<file path="config.mk">
export PLATFORM = sky130hd
export DESIGN_NAME = regfile_2r1w_param
export DESIGN_NICKNAME = d
export VERILOG_FILES = /design/src/rtl/regfile_2r1w_param.sv
export SDC_FILE = /design/constraint.sdc
export NUM_CORES = 2
export LEC_CHECK = 0
export CAP_MARGIN = 5
export CORE_MARGIN = 2
export CORE_UTILIZATION = 47
export CTS_CLUSTER_SIZE = 28
export DETAILED_ROUTE_END_ITERATION = 10
export PLACE_DENSITY = 0.75
export SKIP_CTS_REPAIR_TIMING = 1
export SLEW_MARGIN = 15
export SYNTH_ARGS = -nofsm -noshare
export SYNTH_HDL_FRONTEND = slang
export SYNTH_SLANG_ARGS = --single-unit
</file>
<file path="constraint.sdc">
create_clock -name clk -period 2.8 [get_ports clk]
set_input_delay 0.42 -clock clk [delete_from_list [all_inputs] [get_ports clk]]
set_output_delay 0.42 -clock clk [all_outputs]
set_load 0.01 [all_outputs]
</file>
<file path="src/rtl/regfile_2r1w_param.sv">
// Parametrised 2-read / 1-write register file for the CPU datapath.
// DEPTH = 2**ADDR_W words of DATA_W bits. Options: hardwired-zero entry 0,
// write-to-read bypass, registered read outputs. Also exposes the one-hot write strobe.
module regfile_2r1w_param #(
  parameter int DATA_W   = 32,
  parameter int ADDR_W   = 5,
  parameter int ZERO_REG = 1,
  parameter int BYPASS   = 1,
  parameter int RD_REG   = 0
) (
  input  logic                 clk,
  input  logic                 rst_n,
  input  logic                 wr_en,
  input  logic [ADDR_W-1:0]    wr_addr,
  input  logic [DATA_W-1:0]    wr_data,
  input  logic                 rd_en,
  input  logic [ADDR_W-1:0]    rd_addr_a,
  input  logic [ADDR_W-1:0]    rd_addr_b,
  output logic [DATA_W-1:0]    rd_data_a,
  output logic [DATA_W-1:0]    rd_data_b,
  output logic [2**ADDR_W-1:0] wr_onehot
);

  localparam int unsigned DEPTH = 2**ADDR_W;

  logic [DATA_W-1:0] mem [DEPTH];
  logic [DATA_W-1:0] sel_a;
  logic [DATA_W-1:0] sel_b;

  // Write address decode; entry 0 is masked out when it is hardwired to zero
  always_comb begin
    wr_onehot = '0;
    for (int unsigned i = 0; i < DEPTH; i++) begin
      if (wr_en && (wr_addr == ADDR_W'(i))) wr_onehot[i] = 1'b1;
    end
    if (ZERO_REG != 0) wr_onehot[0] = 1'b0;
  end

  // Storage: cleared asynchronously, written through the decoded strobe
  always_ff @(posedge clk or negedge rst_n) begin
    if (!rst_n) begin
      for (int unsigned i = 0; i < DEPTH; i++) mem[i] <= '0;
    end else begin
      for (int unsigned i = 0; i < DEPTH; i++) begin
        if (wr_onehot[i]) mem[i] <= wr_data;
      end
    end
  end

  // Port A select: the strobe bit already encodes "write to a writable address",
  // so it doubles as the bypass hit; zero entry overrides everything
  always_comb begin
    sel_a = mem[rd_addr_a];
    if ((BYPASS != 0) && wr_onehot[rd_addr_a]) sel_a = wr_data;
    if ((ZERO_REG != 0) && (rd_addr_a == '0)) sel_a = '0;
  end

  // Port B select, same rules as port A
  always_comb begin
    sel_b = mem[rd_addr_b];
    if ((BYPASS != 0) && wr_onehot[rd_addr_b]) sel_b = wr_data;
    if ((ZERO_REG != 0) && (rd_addr_b == '0)) sel_b = '0;
  end

  if (RD_REG != 0) begin : g_rd_reg
    // Registered read: capture selected values when rd_en, otherwise hold
    always_ff @(posedge clk or negedge rst_n) begin
      if (!rst_n) begin
        rd_data_a <= '0;
        rd_data_b <= '0;
      end else if (rd_en) begin
        rd_data_a <= sel_a;
        rd_data_b <= sel_b;
      end
    end
  end else begin : g_rd_comb
    logic unused_rd_en;
    assign unused_rd_en = rd_en;
    // Combinational read straight from the select logic
    always_comb begin
      rd_data_a = sel_a;
      rd_data_b = sel_b;
    end
  end

endmodule

</file>
Word-level counts from Yosys, hierarchy flattened
Index checks and enable logic that the tools add are counted.

Register bits: 992. Input bits: 51. Output and inout bits: 96. Word-level logic and storage cells: 146.

Order comparisons: 4. Equality and inequality tests: 31. Muxes and demuxes: 45. Bitwise logic cells: 2. Reduce and logical (&&, ||, !) cells: 33.

Operator list (number): $bmux 32 s5 (2); $mux 32 (8); $eq 5x5->1 const B (16); $eq 5x4->1 const B (8); $mux 1 (33); $logic_and 1x1->1 (31); $eq 5x3->1 const B (4); $ge 6x6->1 const B (2); $lt 5x6->1 const B (2); $not 5->6 (2); $bmux 1 s5 (2); $eq 5x2->1 const B (2); $logic_not 5->1 (2); $eq 5x1->1 const B (1).

Depth between registers and ports, before layout
Word-level depth: 7. Depth in mapped cells: 9. Mapped depth without buffers: 5.

Worst setup path before layout
OpenSTA, ideal clock, no wires.

Kind: input port to output port. From: in rd_addr_b[0]. To: out rd_data_b[22]. Data arrival time: 1974 ps. Required time: 2380 ps. Slack: 406 ps. Stages: 8. Path buffers: 3. Cell sequence: buf_4 > buf_6 > buf_2 > mux4_2 > a22oi_1 > o31ai_1 > o21ai_1 > mux2i_1.

Longest elaborated chain between the ends: 6. Elaborated cells between the ends (all ways): 9. Classes of those cells: mux (7); bitwise (1); reduce/logical (1).

Ends and longest elaborated chain: from (decl) (line 18) `input logic [ADDR_W-1:0] rd_addr_b,`; $not 5->6 (implied by the code) (line 60) `sel_b = mem[rd_addr_b];`; $bmux 32 s5 (line 60); $mux 32 (implied by the code) (2 in a row) (line 60); $mux 32 (line 61) `if ((BYPASS != 0) && wr_onehot[rd_addr_b]) sel_b = wr_data;`; $mux 32 * (line 62) `if ((ZERO_REG != 0) && (rd_addr_b == '0)) sel_b = '0;`; to (decl) (line 20) `output logic [DATA_W-1:0] rd_data_b,`.

Mark *: on every way between the ends. The rest lies on a longest branch, timed or not. The select of a mux whose other input is x is not followed.

Final worst setup path
From: reg mem[22] (netlist name). To: out rd_data_a[22].

Longest elaborated chain between the ends: 5.

Ends and longest elaborated chain: from (decl) (line 26) `logic [DATA_W-1:0] mem [DEPTH];`; from (signal, indexed assignment) (line 45) `if (wr_onehot[i]) mem[i] <= wr_data;`; $bmux 32 s5 (line 53) `sel_a = mem[rd_addr_a];`; $mux 32 (implied by the code) (2 in a row) (line 53); $mux 32 (line 54) `if ((BYPASS != 0) && wr_onehot[rd_addr_a]) sel_a = wr_data;`; $mux 32 (line 55) `if ((ZERO_REG != 0) && (rd_addr_a == '0)) sel_a = '0;`; to (decl) (line 19) `output logic [DATA_W-1:0] rd_data_a,`.

No other way between the ends. The select of a mux whose other input is x is not followed.

==> qor.txt <==
======================================================================================
Share of cells above drive strength 1 ...................................        49.3%
Total power divided by cell area ........................................   666 mW/mm²
Maximum clock insertion buffer count ....................................            3
Total routed wirelength .................................................       194 mm
Maximum level of the CTS H-tree .........................................            3
Worst Reg-to-Reg Cells ..................................................            2
Post-synthesis instance area ............................................   0.0542 mm²
Gate count after technology mapping .....................................         4067
Count of clock tree sinks ...............................................          992
Series of cell instances along the critical path ........................ mux4_2 > mux4_2 > a21oi_2 > buf_4 > mux2i_1 > clkbuf_2
Startpoint kind of the worst setup timing path ..........................    flip-flop
Setup TNS ...............................................................     -3.57 ns
Max Cap Viol ............................................................            0
Final-report setup violation count ......................................           44
Library cells used by synthesis .........................................           48
Worst Hold Class ........................................................ input pin to async pin
CTS tree ................................................................          yes
Maximum resistive drop on vdd ...........................................   0.000502 V
DRT Pass-1 Iters ........................................................            8
Source-to-sink clock delay at the later pin of the worst-skew pair ......      0.70 ns
Type of the worst setup path ............................................ flip-flop to output port
Antenna viol nets, final ................................................            0
Most area-hungry cell type in the Yosys netlist ......................... sky130_fd_sc_hd__dfrtp_1
CP max stage delay ......................................................      0.52 ns
Routed wirelength normalized by instance count ..........................      31.8 µm
Hold violation count in the final report ................................            0
Worst setup EP type .....................................................  output port
Portion of synthesized cell area occupied by the leading cell type ......        45.8%
Synthesis-stage register bit count ......................................          992
GRT Util Overall ........................................................        31.6%
Final Slew Violations ...................................................            0
Share of the clock period used by the worst path ........................         109%
Pre-CTS setup slack .....................................................    -0.699 ns
Number of flip-flops under the largest register name ....................          992
Growth of design area from synthesis to finish ..........................        23.2%
Area inside the core boundary ...........................................    0.114 mm²
Clock slew at the register clock pins of the worst setup and hold paths .      0.06 ns
Arrival @ worst endpoint ................................................      2.62 ns
Slack of the worst reg-to-reg path ......................................      1.86 ns
Register with the most flip-flops .......................................          mem
Count of unresolved DRC violations after routing ........................            0
Vert. Die Dim ...........................................................       343 µm
Syn Nets ................................................................         4118
P_leak ..................................................................      30.1 nW
RSZ-0062 raised after global routing ....................................         true
Largest clock skew in the final design ..................................         0 ns
Maximum number of pins on one net before global-route repair ............          111
Slew at the pin closest to its max-slew limit ...........................     0.923 ns
Required time reported for the critical path endpoint ...................      2.38 ns
Number of enable flip-flop cells after synthesis ........................            0
Post-DP HPWL ............................................................       119 mm
Total Nets Final ........................................................         4552
Antenna violations before repair ........................................            6
Result of the run ....................................................... finished, violations left
Leading post-synthesis cells by cell area ............................... sky130_fd_sc_hd__dfrtp_1, sky130_fd_sc_hd__mux4_2, sky130_fd_sc_hd__mux2_2, sky130_fd_sc_hd__nand2_1, sky130_fd_sc_hd__mux2_1
Count of routing violations after the opening detailed-route iteration ..         4839
Worst r2r dst ...........................................................     mem[623]
Global route overflow ...................................................            0
Vias after detailed routing .............................................        40600
Final Critical Period ...................................................      3.04 ns
F_max ...................................................................      329 MHz
DR vias/cell ............................................................         6.65
Setup slack after layout ................................................    -0.243 ns
Total clock buffers created by CTS ......................................          101
Vias in the first global route ..........................................        40800
Sequential fraction of the synthesis area ...............................        45.8%
Failing checks .......................................................... negative setup slack
Fraction of registers with async set or reset after synthesis ...........         100%
Number of warnings issued by yosys ......................................            0
Most used flip-flop cell after synthesis ................................ sky130_fd_sc_hd__dfrtp_1
Cell with the largest stage delay on the worst path ..................... sky130_fd_sc_hd__mux4_2
Wire length of the first global-routing pass ............................       274 mm
I/O Pins ................................................................          147
PortBufs ................................................................          144
Setup crit start ........................................................      mem[22]
Reg-to-reg startpoint ...................................................     mem[623]
Top fanout value on the critical path ...................................            3
Routability congestion estimate from global placement ...................        0.926
Fill cell instance count of the final layout ............................         8402
Max transition margin ...................................................        38.4%
Clock root buffer ....................................................... sky130_fd_sc_hd__clkbuf_16
Die X-Extent ............................................................       343 µm
CP most frequent cell ................................................... sky130_fd_sc_hd__mux4_2
Initial Util ............................................................        47.4%
Mean instance size in the synthesized netlist ...........................     13.3 µm²
Area of the die .........................................................    0.118 mm²
Cell Rows ...............................................................          124
Largest registers in the final layout ...................................    mem (992)
======================================================================================
[kinds of logic after synthesis]
logic type | after synthesis | synth area share, %
other cells | 1 | 0.00692
flops | 992 | 45.8
buf+inv | 459 | 3.95
compound gates | 304 | 4.19
mux | 1464 | 39.6
simple gates | 840 | 6.36
xor+xnor | 7 | 0.113
[worst max-delay path: cells and delay by family, from the launching register on]
| kind | cells | cell delay [ns] |
|---|---|---|
| flops | 1 | 0.39 |
| buf+inv | 2 | 0.29 |
| compound gates | 1 | 0.16 |
| mux | 3 | 1.09 |
[synthesized netlist by cell type, drive strengths merged, types with 5 or more instances]
| cell type | number |
|---|---|
| mux2 | 862 |
| a22oi | 98 |
| mux4 | 455 |
| a221oi | 84 |
| buf | 202 |
| nor2 | 45 |
| and2 | 5 |
| o21ai | 35 |
| inv | 35 |
| nand2b | 5 |
| nor2b | 52 |
| o32ai | 8 |
| clkbuf | 222 |
| o31ai | 34 |
| xnor2 | 7 |
| dfrtp | 992 |
| mux2i | 147 |
| nand4 | 6 |
| nand2 | 673 |
| o22ai | 23 |
| nand3 | 39 |
| a21oi | 12 |
[metal layers]
| layer | GRT usage [%] | wire, µm | vias to the layer above |
|---|---|---|---|
| met5 | 0 | 48 | - |
| met4 | 19.7 | 14300 | 6 |
| met3 | 8.74 | 24400 | 821 |
| met2 | 47.6 | 86600 | 2841 |
| met1 | 40.8 | 68600 | 20900 |
| li1 | - | - | 16000 |
[cell type report]
type / count / area [µm²] / area share (%)
flip-flops and latches: 992 / 24800 / 37.2
clock buffers: 141 / 2910 / 4.36
clock inverters: 45 / 651 / 0.975
multi-input cells: 2616 / 28500 / 42.8
diodes: 5 / 12.5 / 0.0187
well taps: 1512 / 1890 / 2.83
repair buffers: 755 / 7780 / 11.7
inverters: 35 / 131 / 0.197
[layout by cell type (no fill, tap or decap), drive strengths merged, types with 2 or more instances in the layout]
| cell | Yosys | layout |
|---|---|---|
| a22oi | 98 | 98 |
| diode | 0 | 5 |
| o31ai | 34 | 34 |
| o21ai | 35 | 35 |
| mux2 | 862 | 862 |
| and2 | 5 | 5 |
| nor2 | 45 | 45 |
| a21oi | 12 | 12 |
| a221oi | 84 | 84 |
| o32ai | 8 | 8 |
| dlymetal6s2s | 0 | 4 |
| a211oi | 3 | 3 |
| nand3b | 3 | 3 |
| mux2i | 147 | 147 |
| and4bb | 2 | 2 |
| or2 | 2 | 2 |
| clkinvlp | 0 | 5 |
| o22ai | 23 | 23 |
| a32oi | 2 | 2 |
| nand3 | 39 | 39 |
| nand4 | 6 | 6 |
| clkdlybuf4s50 | 0 | 63 |
| buf | 202 | 626 |
| nor3b | 3 | 3 |
| bufinv | 0 | 13 |
| xnor2 | 7 | 7 |
| clkbuf | 222 | 202 |
| nand2 | 673 | 673 |
| nand2b | 5 | 5 |
| inv | 35 | 39 |
| clkinv | 0 | 23 |
| nor2b | 52 | 52 |
| mux4 | 455 | 455 |
| dfrtp | 992 | 992 |
[power by group]
group	switching [W]	total [W]	internal, W
Sequential	0.00213	0.0193	0.0171
Clock	0.00611	0.0146	0.00849
Combinational	0.00453	0.0106	0.00605
Total	0.0128	0.0444	0.0317
[per-stage QoR]
step | cell area (µm²) | cells | hold WS, ns | util [%] | power (W)
3_3_place_gp | 61000 | 5812 | 0.370 | 53.3 | 0.0285
5_1_grt | 66700 | 6096 | 0.261 | 58.4 | 0.0460
6_report | 66700 | 6101 | 0.232 | 58.4 | 0.0444
4_1_cts | 64500 | 5998 | -0.377 | 56.4 | 0.0435
3_5_place_dp | 61000 | 5812 | 0.369 | 53.3 | 0.0291
2_1_floorplan | 54200 | 4067 | 0.124 | - | 0.0253
[worst max-delay path by stage]
stage / endpoint / slack (ns)
floorplan: rd_data_b[22] / 0.41
finish: rd_data_a[22] / -0.24
global placement: rd_data_a[14] / -0.64
detailed placement: rd_data_a[14] / -0.70
CTS: rd_data_a[14] / -0.72
global route: rd_data_a[22] / -0.31
(Power assumes the default switching activity.)
